## config.mk

```make
export PLATFORM = sky130hd
export DESIGN_NAME = pipe_ctrl
export DESIGN_NICKNAME = d
export VERILOG_FILES = /design/src/rtl/pipe_ctrl.sv
export SDC_FILE = /design/constraint.sdc
export NUM_CORES = 1
export LEC_CHECK = 0
export CAP_MARGIN = 40
export CORE_ASPECT_RATIO = 0.7
export CORE_MARGIN = 4
export CORE_UTILIZATION = 30
export DETAILED_ROUTE_END_ITERATION = 16
export PLACE_DENSITY = 0.72
export SLEW_MARGIN = 20
export SYNTH_ARGS = -nofsm -noshare
export SYNTH_HDL_FRONTEND = slang
export SYNTH_SLANG_ARGS = --single-unit
```

## constraint.sdc

```tcl
create_clock -name CLK -period 3.7 [get_ports CLK]
set_input_delay 0.74 -clock CLK [delete_from_list [all_inputs] [get_ports CLK]]
set_output_delay 0.74 -clock CLK [all_outputs]
set_load 0.01 [all_outputs]
```

## src/rtl/pipe_ctrl.sv

```systemverilog
// -----------------------------------------------------------------------------
// pipe_ctrl -- hazard / stall / flush controller for a 5-stage in-order pipe
//              (F, D, E, M, W).
//
// Purpose
//   Generates per-stage STALL (hold input latch) and FLUSH (clear input latch)
//   strobes from the current controller state and the live pipeline inputs.
//   Three hazards are resolved with fixed priority:
//     W  memory wait  (M_MEM_REQ & ~M_MEM_READY)  -> freeze F..M, bubble into W
//     B  taken branch (E_VALID & E_JMP_DO)        -> squash D and E
//     L  load-use     (E load feeding a D source) -> hold F/D, bubble into E
//   A memory wait that lasts too long drives the controller into a sticky
//   ERROR state that freezes every stage until RST.
//
// Parameters
//   MEM_TIMEOUT  consecutive wait cycles (1..255) tolerated before ERROR.
//
// Ports
//   CLK, RST                  clock, synchronous active-high reset
//   D_VALID, D_REG_S1/S2      decode-stage valid and source register indices
//   E_VALID, E_IS_LOAD,
//   E_REG_D, E_JMP_DO         execute-stage valid, load flag, dest, redirect
//   M_MEM_REQ, M_MEM_READY    memory-stage request / completion handshake
//   F..W_STALL                hold the named stage's input latch
//   F..W_FLUSH                clear the named stage's input latch
//   ERR                       sticky memory-timeout indication
//   PERF_STALL_CNT            cycles with any stall (RUN/MEM_WAIT)
//   PERF_FLUSH_CNT            RUN cycles with a taken branch
//
// Build option
//   PIPE_CTRL_PERF_EN  when defined, the two saturating 32-bit performance
//                      counters are built; otherwise both PERF ports read 0.
// -----------------------------------------------------------------------------
module pipe_ctrl #(
  parameter int unsigned MEM_TIMEOUT = 255
) (
  input  logic        CLK,
  input  logic        RST,
  input  logic        D_VALID,
  input  logic [4:0]  D_REG_S1,
  input  logic [4:0]  D_REG_S2,
  input  logic        E_VALID,
  input  logic        E_IS_LOAD,
  input  logic [4:0]  E_REG_D,
  input  logic        E_JMP_DO,
  input  logic        M_MEM_REQ,
  input  logic        M_MEM_READY,
  output logic        F_STALL,
  output logic        D_STALL,
  output logic        E_STALL,
  output logic        M_STALL,
  output logic        W_STALL,
  output logic        F_FLUSH,
  output logic        D_FLUSH,
  output logic        E_FLUSH,
  output logic        M_FLUSH,
  output logic        W_FLUSH,
  output logic        ERR,
  output logic [31:0] PERF_STALL_CNT,
  output logic [31:0] PERF_FLUSH_CNT
);

  typedef enum logic [1:0] {
    ST_INIT     = 2'd0,
    ST_RUN      = 2'd1,
    ST_MEM_WAIT = 2'd2,
    ST_ERROR    = 2'd3
  } state_t;

  // Stage vectors are ordered {F, D, E, M, W} from bit 4 down to bit 0.
  localparam int unsigned NSTAGE = 5;
  localparam logic [NSTAGE-1:0] STG_F = 5'b10000;
  localparam logic [NSTAGE-1:0] STG_D = 5'b01000;
  localparam logic [NSTAGE-1:0] STG_E = 5'b00100;
  localparam logic [NSTAGE-1:0] STG_M = 5'b00010;
  localparam logic [NSTAGE-1:0] STG_W = 5'b00001;
  localparam logic [NSTAGE-1:0] STG_ALL  = 5'b11111;
  localparam logic [NSTAGE-1:0] STG_NONE = 5'b00000;

  // The wait counter is compared against MEM_TIMEOUT-1 so the ERROR state is
  // entered in the same cycle the counter reaches MEM_TIMEOUT.
  localparam logic [7:0] TIMEOUT_LAST = 8'(MEM_TIMEOUT - 1);

  state_t      state_q, state_d;
  logic [7:0]  wait_cnt_q, wait_cnt_d;

  logic        mem_wait;
  logic        branch_taken;
  logic        src_match;
  logic        load_use;

  logic [NSTAGE-1:0] stall_vec;
  logic [NSTAGE-1:0] flush_vec;
  logic              err_out;

  // ---------------------------------------------------------------------------
  // Hazard detection (purely combinational, zero latency)
  // ---------------------------------------------------------------------------
  // READY without REQ is meaningless and must not influence anything, which
  // falls out naturally because REQ gates the wait term.
  assign mem_wait     = M_MEM_REQ & ~M_MEM_READY;
  assign branch_taken = E_VALID & E_JMP_DO & ~mem_wait;

  // x0 is hard-wired zero, so a load targeting it never creates a dependency.
  assign src_match = (E_REG_D != 5'd0) &&
                     ((E_REG_D == D_REG_S1) || (E_REG_D == D_REG_S2));

  assign load_use = E_VALID & E_IS_LOAD & D_VALID & src_match &
                    ~mem_wait & ~branch_taken;

  // ---------------------------------------------------------------------------
  // State register
  // ---------------------------------------------------------------------------
  always_ff @(posedge CLK) begin
    if (RST) begin
      state_q    <= ST_INIT;
      wait_cnt_q <= 8'd0;
    end else begin
      state_q    <= state_d;
      wait_cnt_q <= wait_cnt_d;
    end
  end

  // ---------------------------------------------------------------------------
  // Next-state logic
  // ---------------------------------------------------------------------------
  always_comb begin
    state_d    = state_q;
    wait_cnt_d = wait_cnt_q;
    unique case (state_q)
      ST_INIT: begin
        state_d    = ST_RUN;
        wait_cnt_d = 8'd0;
      end
      ST_RUN: begin
        // Counter is held at zero in RUN so every MEM_WAIT entry starts fresh.
        wait_cnt_d = 8'd0;
        if (mem_wait) begin
          state_d = ST_MEM_WAIT;
        end
      end
      ST_MEM_WAIT: begin
        if (!mem_wait) begin
          state_d    = ST_RUN;
          wait_cnt_d = 8'd0;
        end else begin
          wait_cnt_d = wait_cnt_q + 8'd1;
          if (wait_cnt_q == TIMEOUT_LAST) begin
            state_d = ST_ERROR;
          end
        end
      end
      ST_ERROR: begin
        // Sticky: only RST leaves this state.
        state_d = ST_ERROR;
      end
      default: begin
        state_d    = ST_INIT;
        wait_cnt_d = 8'd0;
      end
    endcase
  end

  // ---------------------------------------------------------------------------
  // Output decode
  // ---------------------------------------------------------------------------
  // RST overrides state so the reset cycle itself already flushes every stage.
  // Each branch below produces disjoint stall/flush sets, so no stage ever
  // sees STALL and FLUSH at the same time.
  always_comb begin
    stall_vec = STG_NONE;
    flush_vec = STG_NONE;
    err_out   = 1'b0;
    if (RST) begin
      flush_vec = STG_ALL;
    end else begin
      unique case (state_q)
        ST_INIT: begin
          flush_vec = STG_ALL;
        end
        ST_RUN, ST_MEM_WAIT: begin
          if (mem_wait) begin
            stall_vec = STG_F | STG_D | STG_E | STG_M;
            flush_vec = STG_W;
          end else if (branch_taken) begin
            flush_vec = STG_D | STG_E;
          end else if (load_use) begin
            stall_vec = STG_F | STG_D;
            flush_vec = STG_E;
          end
        end
        ST_ERROR: begin
          stall_vec = STG_ALL;
          err_out   = 1'b1;
        end
        default: begin
          flush_vec = STG_ALL;
        end
      endcase
    end
  end

  assign F_STALL = stall_vec[4];
  assign D_STALL = stall_vec[3];
  assign E_STALL = stall_vec[2];
  assign M_STALL = stall_vec[1];
  assign W_STALL = stall_vec[0];

  assign F_FLUSH = flush_vec[4];
  assign D_FLUSH = flush_vec[3];
  assign E_FLUSH = flush_vec[2];
  assign M_FLUSH = flush_vec[1];
  assign W_FLUSH = flush_vec[0];

  assign ERR = err_out;

  // ---------------------------------------------------------------------------
  // Performance counters
  // ---------------------------------------------------------------------------
`ifdef PIPE_CTRL_PERF_EN
  logic [31:0] perf_stall_q, perf_stall_d;
  logic [31:0] perf_flush_q, perf_flush_d;
  logic        active_run_wait;

  // ERROR also stalls every stage but is deliberately excluded: only stalls
  // caused by live hazards are of interest.
  assign active_run_wait = (state_q == ST_RUN) || (state_q == ST_MEM_WAIT);

  always_comb begin
    perf_stall_d = perf_stall_q;
    perf_flush_d = perf_flush_q;
    if (active_run_wait && (|stall_vec) && (perf_stall_q != 32'hFFFF_FFFF)) begin
      perf_stall_d = perf_stall_q + 32'd1;
    end
    // A branch seen while still in MEM_WAIT (wait just released) is not
    // counted; only RUN-state redirects are.
    if ((state_q == ST_RUN) && branch_taken && (perf_flush_q != 32'hFFFF_FFFF)) begin
      perf_flush_d = perf_flush_q + 32'd1;
    end
  end

  always_ff @(posedge CLK) begin
    if (RST) begin
      perf_stall_q <= 32'd0;
      perf_flush_q <= 32'd0;
    end else begin
      perf_stall_q <= perf_stall_d;
      perf_flush_q <= perf_flush_d;
    end
  end

  assign PERF_STALL_CNT = perf_stall_q;
  assign PERF_FLUSH_CNT = perf_flush_q;
`else
  assign PERF_STALL_CNT = 32'd0;
  assign PERF_FLUSH_CNT = 32'd0;
`endif

endmodule

```

==> results.py <==
metrics = {
    "run_status": {
        "status": "finished clean",
    },
    "critical_path": {
        "worstPathMaxFanout": 3,
        "crit_type": "in -> out",
        "cp_cell_sequence": "clkdlybuf4s50_1 -> xor2_1 -> nor3_1 -> a22oi_1 -> o41ai_2 -> clkdlybuf4s50_1",
        "worst_path_most_repeated_cell": "clkdlybuf4s50_1",
        "worst_setup_path_end_kind": "output pin",
        "path_buf_inv": 2,
        "slowest_stage": "clkdlybuf4s50_1",
        "critPathRequiredTime_ns": 2.96,
        "crit_family": "buffers and inverters",
        "cp.arrival_ns": 2.68,
        "critPathLaunchType": "input pin",
        "cp_slowest_stage_delay_ns": 0.60,
    },
    "place": {
        "hpwlAfterDp_mm": 2.19,
        "gp_congestion": 0.840,
        "pre_cts_ws_ns": 0.294,
        "dp.cells": 242,
        "io_buffers": 33,
    },
    "pwr": {
        "p_int_uw": 246,
        "fin_total_pwr_uw": 369,
        "switching_share_pct": 33.3,
        "peakVddDrop_uv": 170,
        "p_per_area_nw_per_um2": 250,
        "switchingPower_uw": 123,
        "cellLeakagePower_uw": 0.000725,
        "p_clk_share_pct": 30.3,
        "comb_power_share_pct": 38.3,
        "seqPwrFrac_pct": 31.5,
    },
    "clock_network": {
        "cts_tree": "done",
        "clkTransAtPathRegs_ns": 0.05,
        "clk_path_buf_depth": 2,
        "cts_setup_buffers": 0,
        "htreeDepth": 1,
        "insertion_delay_ns": 0.23,
        "ctsResizeCount": 0,
        "cts_buffers": 3,
        "cts-root-buf": "clkbuf_8",
        "cts_hold_buf": 0,
        "clock-sinks": 10,
    },
    "timing": {
        "setup_slack_ns": 0.280,
        "fin_crit_ns": 3.42,
        "slew_headroom_pct": 57.4,
        "fin_skew_ns": 0.00174,
        "slew_violations": 0,
        "fin_crit_sh_pct": 92.4,
        "fin_setup_tns_ns": 0,
        "rsz0062_at_grt": "false",
        "worstMarginPinSlew_ns": 0.638,
        "setup_viol_count_final": 0,
        "max_freq_mhz": 292,
        "hold_violations": 0,
    },
    "logic_synthesis": {
        "synthDistinctLibCells": 36,
        "ys_seq_area_share_pct": 15.2,
        "syn_area_um2": 1320,
        "ys_warn_count": 0,
        "synthArstFlopShare_pct": 0,
        "synth_flop_cell": "dfxtp_1",
        "synth_cells": 162,
        "synth-edff-count": 0,
        "avgSynthCellArea_um2": 8.13,
        "synth_seq_cells": 10,
    },
    "global_routing": {
        "grt_pass1_vias": 772,
        "grt_usage_pct": 8.15,
        "grt_overflow": 0,
        "grt_pass1_wl_mm": 3.64,
        "antenna_found_initial": 0,
        "grt_start_max_net_pins": 10,
    },
    "floorplanning": {
        "rows": 19,
        "die-area_um2": 5530,
        "initial_core_util_pct": 32.4,
        "die_w_um": 87.2,
        "ios": 98,
        "fp.dieH_um": 63.4,
        "core_um2": 4070,
    },
    "drt": {
        "drt_iter0_drc": 44,
        "drc": 0,
        "ant_nets": 0,
        "wl_per_cell_um": 10.2,
        "dr.pass1.iters": 4,
        "wl_mm": 2.49,
        "via_per_inst": 3.68,
        "route.vias.total": 901,
    },
    "job": {
        "maxCapViolCount": 0,
    },
    "final_layout": {
        "most-common-layout-cells": "conb_1 (64), clkdlybuf4s50_1 (33), xor2_1 (13)",
        "drive_gt1_share_pct": 6.74,
        "area_growth_pct": 12.1,
        "final_cells": 245,
        "layout_commonest_cell": "conb_1",
        "nets": 225,
        "n_antenna_cell": 0,
    },
    "hold_path": {
        "hold_path_class": "reg -> reg",
    },
}
## cell type report
class | count | area (um^2)
clock buffers | 3 | 41.3
fillers | 419 | 2590
inverters | 5 | 18.8
multi-input cells | 141 | 813
flip-flops and latches | 10 | 200
well taps | 52 | 65.1
repair buffers | 34 | 338
## layer usage
| layer | part of all wire (%) | wire (um) | up-vias | GRT usage [%] |
|---|---|---|---|---|
| met5 | 0 | 0 | - | 0 |
| met4 | 0 | 0 | 0 | 2.30 |
| met3 | 6.2 | 153 | 0 | 2.08 |
| met2 | 55 | 1370 | 36 | 13.9 |
| met1 | 39 | 962 | 409 | 10.0 |
| li1 | - | - | 456 | - |
## synth_stat cells, types with 2 or more instances
cell	number	area share, %
a21oi_1	5	1.9
a22oi_1	2	1.1
buf_4	68	39
dfxtp_1	10	15
ha_1	7	6.6
inv_1	5	1.4
nand2_1	3	0.85
nand2b_1	2	0.95
nand3_1	2	0.76
nand4_1	2	0.95
nor2_1	11	3.1
nor2b_1	2	0.95
nor3_1	3	1.1
nor3_2	2	1.5
o21bai_1	2	1.1
or2_2	2	0.95
xnor2_1	3	2.0
xor2_1	13	8.6
## state kept, by name, summed over array words and instances (netlist names)
| register | count |
|---|---|
| state_q | 2 |
| wait_cnt_q | 8 |
## per-stage QoR
step	hold WS, ns	instance area (um^2)	utilization (%)
floorplan	0.485	1550	-
global placement	0.510	1440	35.3
detailed placement	0.521	1440	35.3
CTS	0.535	1480	36.3
global route	0.555	1480	36.3
finish	0.525	1480	36.3
## logic make-up after synthesis
| logic type | count (synthesis) | share of synthesized area (%) |
|---|---|---|
| xor+xnor | 16 | 10.6 |
| flops | 10 | 15.2 |
| fa+ha+maj | 7 | 6.65 |
| simple gates | 36 | 16.3 |
| compound gates | 18 | 9.88 |
| buf+inv | 74 | 41.0 |
| other cells | 1 | 0.285 |
## worst reg2reg max path: stages, from the launching register on
cell and delay, ns:
dfxtp_1 0.37, inv_1 0.10, ha_1 0.20, and3b_1 0.21, o21bai_1 0.53, nor2_1 0.12
## power groups by stage
| stage | clock (uW) | sequential, uW | combinational [uW] |
|---|---|---|---|
| floorplan | 0 | 117 | 137 |
| global placement | 0 | 118 | 139 |
| detailed placement | 0 | 118 | 139 |
| CTS | 115 | 116 | 140 |
| global route | 123 | 117 | 156 |
| finish | 112 | 116 | 141 |
## path summary, 6_finish.rpt
path                       from             to  slack [ns]  cells past startpoint
hold reg to reg   wait_cnt_q[7]  wait_cnt_q[7]        0.53                      2
hold / removal    wait_cnt_q[7]  wait_cnt_q[7]        0.53                      2
setup reg to reg     state_q[0]  wait_cnt_q[6]        2.03                      5
setup / recovery     E_REG_D[2]        F_STALL        0.28                      6
No activity file was read; power rests on OpenSTA's default activity.
